$ cat src/rtl/alu_arbiter.sv
// Two-requester front end for a shared combinational ALU: arbitrates, latches the
// winner's operation, and returns the registered result with a one-cycle done pulse.
module alu_arbiter #(
    parameter int WIDTH = 32
) (
    input  logic             CLK,
    input  logic             Reset,
    input  logic             req0,
    input  logic             req1,
    input  logic [2:0]       op0,
    input  logic [2:0]       op1,
    input  logic [WIDTH-1:0] a0,
    input  logic [WIDTH-1:0] b0,
    input  logic [WIDTH-1:0] a1,
    input  logic [WIDTH-1:0] b1,
    output logic             gnt0,
    output logic             gnt1,
    output logic             done0,
    output logic             done1,
    output logic [WIDTH-1:0] result,
    output logic             zero,
    output logic [WIDTH-1:0] alu_a,
    output logic [WIDTH-1:0] alu_b,
    output logic [2:0]       alu_op,
    input  logic [WIDTH-1:0] alu_result,
    input  logic             alu_zero,
    output logic [1:0]       fsm_state
);

    // Handshake: a requester holds req and its op/operands stable until it sees its
    // gnt; dropping req earlier withdraws it. done marks result/zero valid for one cycle.
    typedef enum logic [1:0] {
        IDLE = 2'd0,
        EXEC = 2'd1,
        DONE = 2'd2
    } state_t;

    state_t state;
    logic   last_served;

    assign fsm_state = state;

    always_ff @(posedge CLK or negedge Reset) begin
        if (!Reset) begin
            state       <= IDLE;
            gnt0        <= 1'b0;
            gnt1        <= 1'b0;
            done0       <= 1'b0;
            done1       <= 1'b0;
            result      <= '0;
            zero        <= 1'b0;
            alu_a       <= '0;
            alu_b       <= '0;
            alu_op      <= 3'b000;
            last_served <= 1'b1;
        end else begin
            case (state)
                IDLE: begin
                    // On a tie the requester not served last wins; last_served also
                    // records the current winner for steering done in EXEC.
                    if (req0 && (!req1 || last_served)) begin
                        alu_op      <= op0;
                        alu_a       <= a0;
                        alu_b       <= b0;
                        gnt0        <= 1'b1;
                        last_served <= 1'b0;
                        state       <= EXEC;
                    end else if (req1) begin
                        alu_op      <= op1;
                        alu_a       <= a1;
                        alu_b       <= b1;
                        gnt1        <= 1'b1;
                        last_served <= 1'b1;
                        state       <= EXEC;
                    end
                end
                EXEC: begin
                    result <= alu_result;
                    zero   <= alu_zero;
                    gnt0   <= 1'b0;
                    gnt1   <= 1'b0;
                    done0  <= ~last_served;
                    done1  <= last_served;
                    state  <= DONE;
                end
                DONE: begin
                    done0 <= 1'b0;
                    done1 <= 1'b0;
                    state <= IDLE;
                end
                default: state <= IDLE;
            endcase
        end
    end

endmodule

$ cat config.mk
export PLATFORM = sky130hd
export DESIGN_NAME = alu_arbiter
export DESIGN_NICKNAME = d
export VERILOG_FILES = /design/src/rtl/alu_arbiter.sv
export SDC_FILE = /design/constraint.sdc
export NUM_CORES = 1
export LEC_CHECK = 0
export ABC_AREA = 1
export ABC_CLOCK_PERIOD_IN_PS = 2000
export BUFFER_PORTS_ARGS = -buffer_cell sky130_fd_sc_hd__buf_4
export CORE_MARGIN = 5
export CORE_UTILIZATION = 46
export DETAILED_ROUTE_END_ITERATION = 10
export PLACE_DENSITY = 0.92
export SETUP_SLACK_MARGIN = 0.3
export SYNTH_ARGS = -nofsm -noshare
export SYNTH_HDL_FRONTEND = slang
export SYNTH_SLANG_ARGS = --single-unit
$ cat constraint.sdc
create_clock -name CLK -period 2 [get_ports CLK]
set_input_delay 0.2 -clock CLK [delete_from_list [all_inputs] [get_ports CLK]]
set_output_delay 0.2 -clock CLK [all_outputs]
set_load 0.02 [all_outputs]
==> impl_metrics.yaml, run 1 <==
setup_path:
  cpLargestDelayFamily: "buffers and inverters"
  cp.required_ns: 2.22
  critPathMaxStageDelay_ns: 0.40
  cp_max_fo: 29
  crit_path_start_kind: "flip-flop"
  end_kind: "flip-flop"
  arrival_ns: 1.82
  path_class: "reg2reg"
  crit_buf_inv: 4
  critPathSlowestCell: "dfrtp_1"
  crit_chain: "inv_1 > ha_2 > inv_2 > nor2_4 > inv_2 > buf_4 > nand2_1 > nand2_1"
drt:
  top_layer_used: "met4"
  vias: 5373
  drtPass1Iterations: 5
  met3_length_um: 1590
  wl_met1_um: 6720
  drtIter0Drc: 346
  drc: 0
  wl_per_cell_um: 15.7
  met2WireLength_um: 8440
  wirelength_um: 17200
  vias_per_cell: 4.91
  ant_nets: 0
floorplanning:
  die-area_um2: 13800
  ioPinCount: 277
  dieWidth_um: 118
  floorplan.rows: 39
  core_area_um2: 11400
  start_util_pct: 46.8
  die_y_um: 118
sta:
  finalCriticalPeriod_ns: 1.60
  timing.hold.ws_ns: 0.0592
  timing.fmax_ghz: 0.623
  setup_viol_count_final: 0
  fin_worst_skew_ns: 0.00419
  drv_slew: 0
  worst_pin_slew_ns: 0.558
  hold_viol: 0
  relSlewSlack_pct: 62.8
  fin_crit_sh_pct: 80.2
  rsz0062_at_grt: "no"
  finalSetupTns_ns: 0
cells_and_area:
  syn_to_final_growth_pct: 46.7
  nets: 1120
  drive_gt1_share_pct: 32.9
  postLayoutCoreUtil_pct: 68.7
  layoutNonFillerInstCount: 1094
  final-seq-area_um2: 2680
  multiInputGateArea_um2: 2120
  diodes: 0
  fill_cells: 922
grt:
  grt_max_degree: 108
  grt_pass1_wl_um: 28000
  antenna_found_initial: 0
  grt_overflow_total: 0
  first_global_vias: 5575
  grt_usage_pct: 24.7
pwr:
  leakagePower_uw: 0.00450
  ir_drop_v: 0.00105
  power.density_nw_per_um2: 1550
cts:
  clk_latency_ns: 0.34
  htree_levels: 3
  numClockSinks: 107
  cts_buffer_depth: 2
  cts_tree: "built"
  clockRootBuffer: "clkbuf_16"
  cts_buffers: 9
  cts.clk_slew.worst_paths_ns: 0.07
yosys:
  synth.cell_area_um2: 5330
  yosysSeqAreaShare_pct: 50.3
  synthTopCellsByArea: "dfrtp_1, nand2_1, nand3b_1, nand3_1, inv_1"
  synth_seq_cells: 107
  ys_warn_count: 0
  synth_cell_types: 21
  syn-instance-count: 687
  synth_top_cell_area_share_pct: 49.8
  syn_nets: 861
  avgSynthCellArea_um2: 7.75
  synth_top_area_cell: "dfrtp_1"
min_path:
  hold_class: "in2reg"
placement:
  io_buffer_count: 276
  place_hpwl_um: 12900
  place_congestion: 0.828
  dp.cells: 1075
job:
  maxCapViolCount: 0
outcome:
  status: "finished clean"
==> routing by layer <==
| metal | vias to the layer above | global-route usage (%) |
|---|---|---|
| met4 | 0 | 9.68 |
| met2 | 242 | 41.1 |
| met5 | - | 0 |
| li1 | 2622 | - |
| met1 | 2481 | 29.6 |
| met3 | 28 | 8.12 |
==> cells in the mapped netlist <==
cell type / n
or2_2: 1
nand2_2: 2
nand2_1: 308
buf_1: 3
nand4_1: 1
o21ai_0: 2
dfrtp_1: 106
ha_1: 3
clkinv_1: 1
buf_6: 3
dfstp_2: 1
buf_4: 8
nand3_1: 70
o22ai_1: 2
clkbuf_1: 15
inv_1: 75
nor2_4: 2
nand3b_1: 67
buf_2: 14
inv_2: 2
a21oi_1: 1
==> per-stage QoR <==
stage	total power [uW]	setup WS (ns)	area (um2)
after global routing	13000	0.284	7810
after detailed placement	10400	0.260	7470
after CTS	12300	0.369	7810
final	12100	0.396	7810
after global placement	10100	0.364	7470
after floorplan	7490	0.450	5330
==> layout by cell type, fill, tap and decap left out, drive strengths merged <==
cell,instances
nand4,1
buf,290
nand3b,67
clkinv,3
o22ai,2
dfstp,1
dfrtp,106
nand3,70
ha,3
a21oi,1
or2,1
o21ai,2
inv,77
clkbuf,11
nand2,310
clkinvlp,1
bufinv,2
dlygate4sd3,1
nor2,2
==> logic make-up after synthesis <==
kind of cell | synth area share [%]
and+or+nand+nor | 38.6
DFF | 50.3
adders and majority gates | 0.705
AOI/OAI and AO/OA | 0.517
buffers and inverters | 9.84
==> what timing repair did <==
action / in CTS / in global routing
resized for setup: 0 / 2
setup buffers: 2 / 0
hold buffers: 1 / 0
setup endpoints to repair: 41 / 48
pin swaps: 1 / 0
hold endpoints to repair: 106 / 0
==> power by group <==
group	leakage (uW)	internal [uW]	switching, uW
Sequential	0.00130	3270	639
Combinational	0.00305	2520	3860
Clock	0.000150	1090	754
Total	0.00450	6880	5250
==> sequential cells by signal, indices dropped and copies added (netlist names) <==
signal / count
last_served: 1
alu_a: 32
fsm_state: 2
gnt1: 1
alu_b: 32
zero: 1
done0: 1
alu_op: 3
gnt0: 1
result: 32
done1: 1
==> tightest hold or removal path: stages <==
cell	delay, ns
buf_4	0.08
nand2_1	0.04
nand2_1	0.05
==> worst paths after layout <==
| check | slack [ns] | endpoint | cells past startpoint | from |
|---|---|---|---|---|
| worst max register to register | 0.40 | alu_a[9]$_DFFE_PN0P_ | 8 | fsm_state[0]$_DFFE_PN0P_ |
| max in group asynchronous | 1.10 | result[6]$_DFFE_PN0P_ | 3 | Reset |
| worst min-delay path | 0.06 | result[23]$_DFFE_PN0P_ | 3 | alu_result[23] |
| worst min register to register | 0.47 | result[4]$_DFFE_PN0P_ | 2 | result[4]$_DFFE_PN0P_ |
| worst max-delay path | 0.40 | alu_a[9]$_DFFE_PN0P_ | 8 | fsm_state[0]$_DFFE_PN0P_ |
| min in group asynchronous | 0.49 | alu_b[31]$_DFFE_PN0P_ | 3 | Reset |
==> layout make-up <==
| cell class | count | area share (%) |
|---|---|---|
| tap | 143 | 2.29 |
| clock inverter | 5 | 0.993 |
| multi-input combinational | 459 | 27.2 |
| inverter | 78 | 3.75 |
| timing repair buffer | 291 | 28.5 |
| sequential | 107 | 34.3 |
| clock buffer | 11 | 2.98 |
Power figures use the tool's default switching activity.
==> run 2, diff against run 1 <==
- ABC_CLOCK_PERIOD_IN_PS: 2000 -> 1300
- CORE_UTILIZATION: 46 -> 41
- PLACE_DENSITY: 0.92 -> 0.88
- clock period: 2 -> 1.3 ns (I/O delays scaled with it)
==> run 2 against run 1 <==
- the flow now finishes with violations (setup timing)
- clock-buffer cell count fell by 2
- die area up 11%
- critical path depth grew 1
- critical path type unchanged
- critical endpoint is now alu_a[15]$_DFFE_PN0P_
- highest routed layer is now met5
==> impl_metrics.yaml, run 2 (synthesized netlist as in run 1, its figures left out) <==
sta:
  fin_crit_sh_pct: 134
  timing.fmax_ghz: 0.575
  finalCriticalPeriod_ns: 1.74
  worst_pin_slew_ns: 0.340
  fin_worst_skew_ns: 0.0199
  setup_viol_count_final: 105
  drv_slew: 0
  relSlewSlack_pct: 77.3
  timing.hold.ws_ns: 0.0701
  setup_slack_ns: -0.440
  hold_viol: 0
  rsz0062_at_grt: "yes"
floorplanning:
  ioPinCount: 277
  core_area_um2: 12700
  dieWidth_um: 124
  floorplan.rows: 41
  start_util_pct: 42.0
  die_y_um: 124
  die-area_um2: 15400
outcome:
  status: "finished, violations left"
  failed_checks: "setup timing"
setup_path:
  end_kind: "flip-flop"
  cp_max_fo: 8
  crit_chain: "inv_2 > ha_4 > inv_4 > nor2_4 > buf_6 > buf_4 > buf_6 > nand3_1 > nand2_1"
  arrival_ns: 2.00
  path_common_cell: "buf_6"
  path_class: "reg2reg"
  rr_startpoint: "fsm_state[1]$_DFFE_PN0P_"
  critPathSlowestCell: "dfrtp_2"
  crit_start: "fsm_state[1]$_DFFE_PN0P_"
  cp.required_ns: 1.56
  crit_path_start_kind: "flip-flop"
  critPathMaxStageDelay_ns: 0.44
pwr:
  ir_drop_v: 0.00120
  power.density_nw_per_um2: 2640
  leakagePower_uw: 0.00558
grt:
  antenna_found_initial: 2
  grt_overflow_total: 0
  first_global_vias: 6481
  grt_max_degree: 61
  grt_pass1_wl_um: 33700
  grt_usage_pct: 28.8
drt:
  ant_nets: 0
  drtPass1Iterations: 6
  drc: 0
  wl_per_cell_um: 23.7
  wirelength_um: 29900
  drtIter0Drc: 746
  vias: 7023
  vias_per_cell: 5.58
cts:
  cts.clk_slew.worst_paths_ns: 0.09
  cts_buffers: 9
  clockRootBuffer: "clkbuf_16"
  cts_tree: "built"
  cts_buffer_depth: 2
  numClockSinks: 107
  htree_levels: 3
  clk_latency_ns: 0.36
cells_and_area:
  nets: 1252
  syn_to_final_growth_pct: 91.3
  final_common_cell: "buf_4"
  largestRegisters: "alu_a (32), alu_b (32), result (32)"
  drive_gt1_share_pct: 47.1
  fill_cells: 662
  final_cell_mix: "buf_4, nand2_1, buf_6, dfrtp_1, inv_1"
job:
  maxCapViolCount: 0
placement:
  place_ws_ns: -0.138
  io_buffer_count: 276
  place_congestion: 0.822
  place_hpwl_um: 12600
min_path:
  hp-start: "b1[21]"
  hold_class: "in2reg"
[run 2: changes by cell type in the layout (fill, tap and decap cells not counted), moves of 10 or more]
cell	delta
buf_12	+10
buf_6	+118
nand2_1	-78
dlygate4sd3_1	+32
buf_4	-46
nand2_2	+45
nand2_4	+33
[run 2: timing repair]
action                                  in CTS  in global routing
gates resized for setup                    145                131
endpoints found under the setup margin     213                213
pin swaps                                    6                 29
buffers inserted                            30                 43
gates cloned                                 7                  6
hold endpoints to repair                   138                  0
hold buffers                                33                  0
[run 2: critical path, delay by kind of cell (launching register included)]
kind | cells | cell delay (ns)
buffers and inverters | 5 | 0.54
adder cells (fa/ha/maj) | 1 | 0.18
AND/OR/NAND/NOR | 3 | 0.48
flip-flops | 1 | 0.44
[run 2: area by class of cell]
cell class	instances	area [um2]	area share, %
Antenna cell	4	10.0	0.0983
Clock inverter	7	93.8	0.921
Tap cell	172	215	2.11
Multi-Input combinational cell	459	2560	25.1
Inverter	78	315	3.10
Sequential cell	107	2680	26.3
Timing Repair Buffer	418	4030	39.6
Timing Repair inverter	5	56.3	0.553
Clock buffer	9	225	2.21
[run 2: per-layer routing]
metal	share of wire, %	vias up	GRT usage, %
li1	-	2897	-
met1	32	3283	31.3
met2	46	622	49.3
met3	14	217	9.58
met4	8.6	4	15.9
met5	0.20	-	0
[run 2: per-stage QoR]
step / util [%] / instance area (um2) / total power (uW) / setup TNS [ns] / cells
after floorplan: - / 5390 / 11700 / -2.41 / 687
after global placement: 61.0 / 7730 / 16000 / -2.43 / 1120
after detailed placement: 61.0 / 7730 / 16300 / -6.79 / 1120
after CTS: 73.5 / 9310 / 22400 / -4.90 / 1206
after global routing: 80.3 / 10200 / 27800 / -23.10 / 1256
final: 80.4 / 10200 / 26900 / -20.66 / 1259
[run 2: path summary, 6_finish.rpt]
| path | cells after the start | endpoint | slack (ns) |
|---|---|---|---|
| worst max-delay path | 9 | alu_a[15]$_DFFE_PN0P_ | -0.44 |
| worst min-delay path | 5 | alu_b[21]$_DFFE_PN0P_ | 0.07 |
| worst max register to register | 9 | alu_a[15]$_DFFE_PN0P_ | -0.44 |
| worst min register to register | 2 | alu_a[31]$_DFFE_PN0P_ | 0.50 |
| max in group asynchronous | 3 | last_served$_DFFE_PN1P_ | 0.59 |
| min in group asynchronous | 3 | alu_a[24]$_DFFE_PN0P_ | 0.36 |
[run 2: power breakdown]
part | internal [uW] | switching [uW]
sequential | 5040 | 1680
clock | 1560 | 1500
combinational | 8080 | 9040
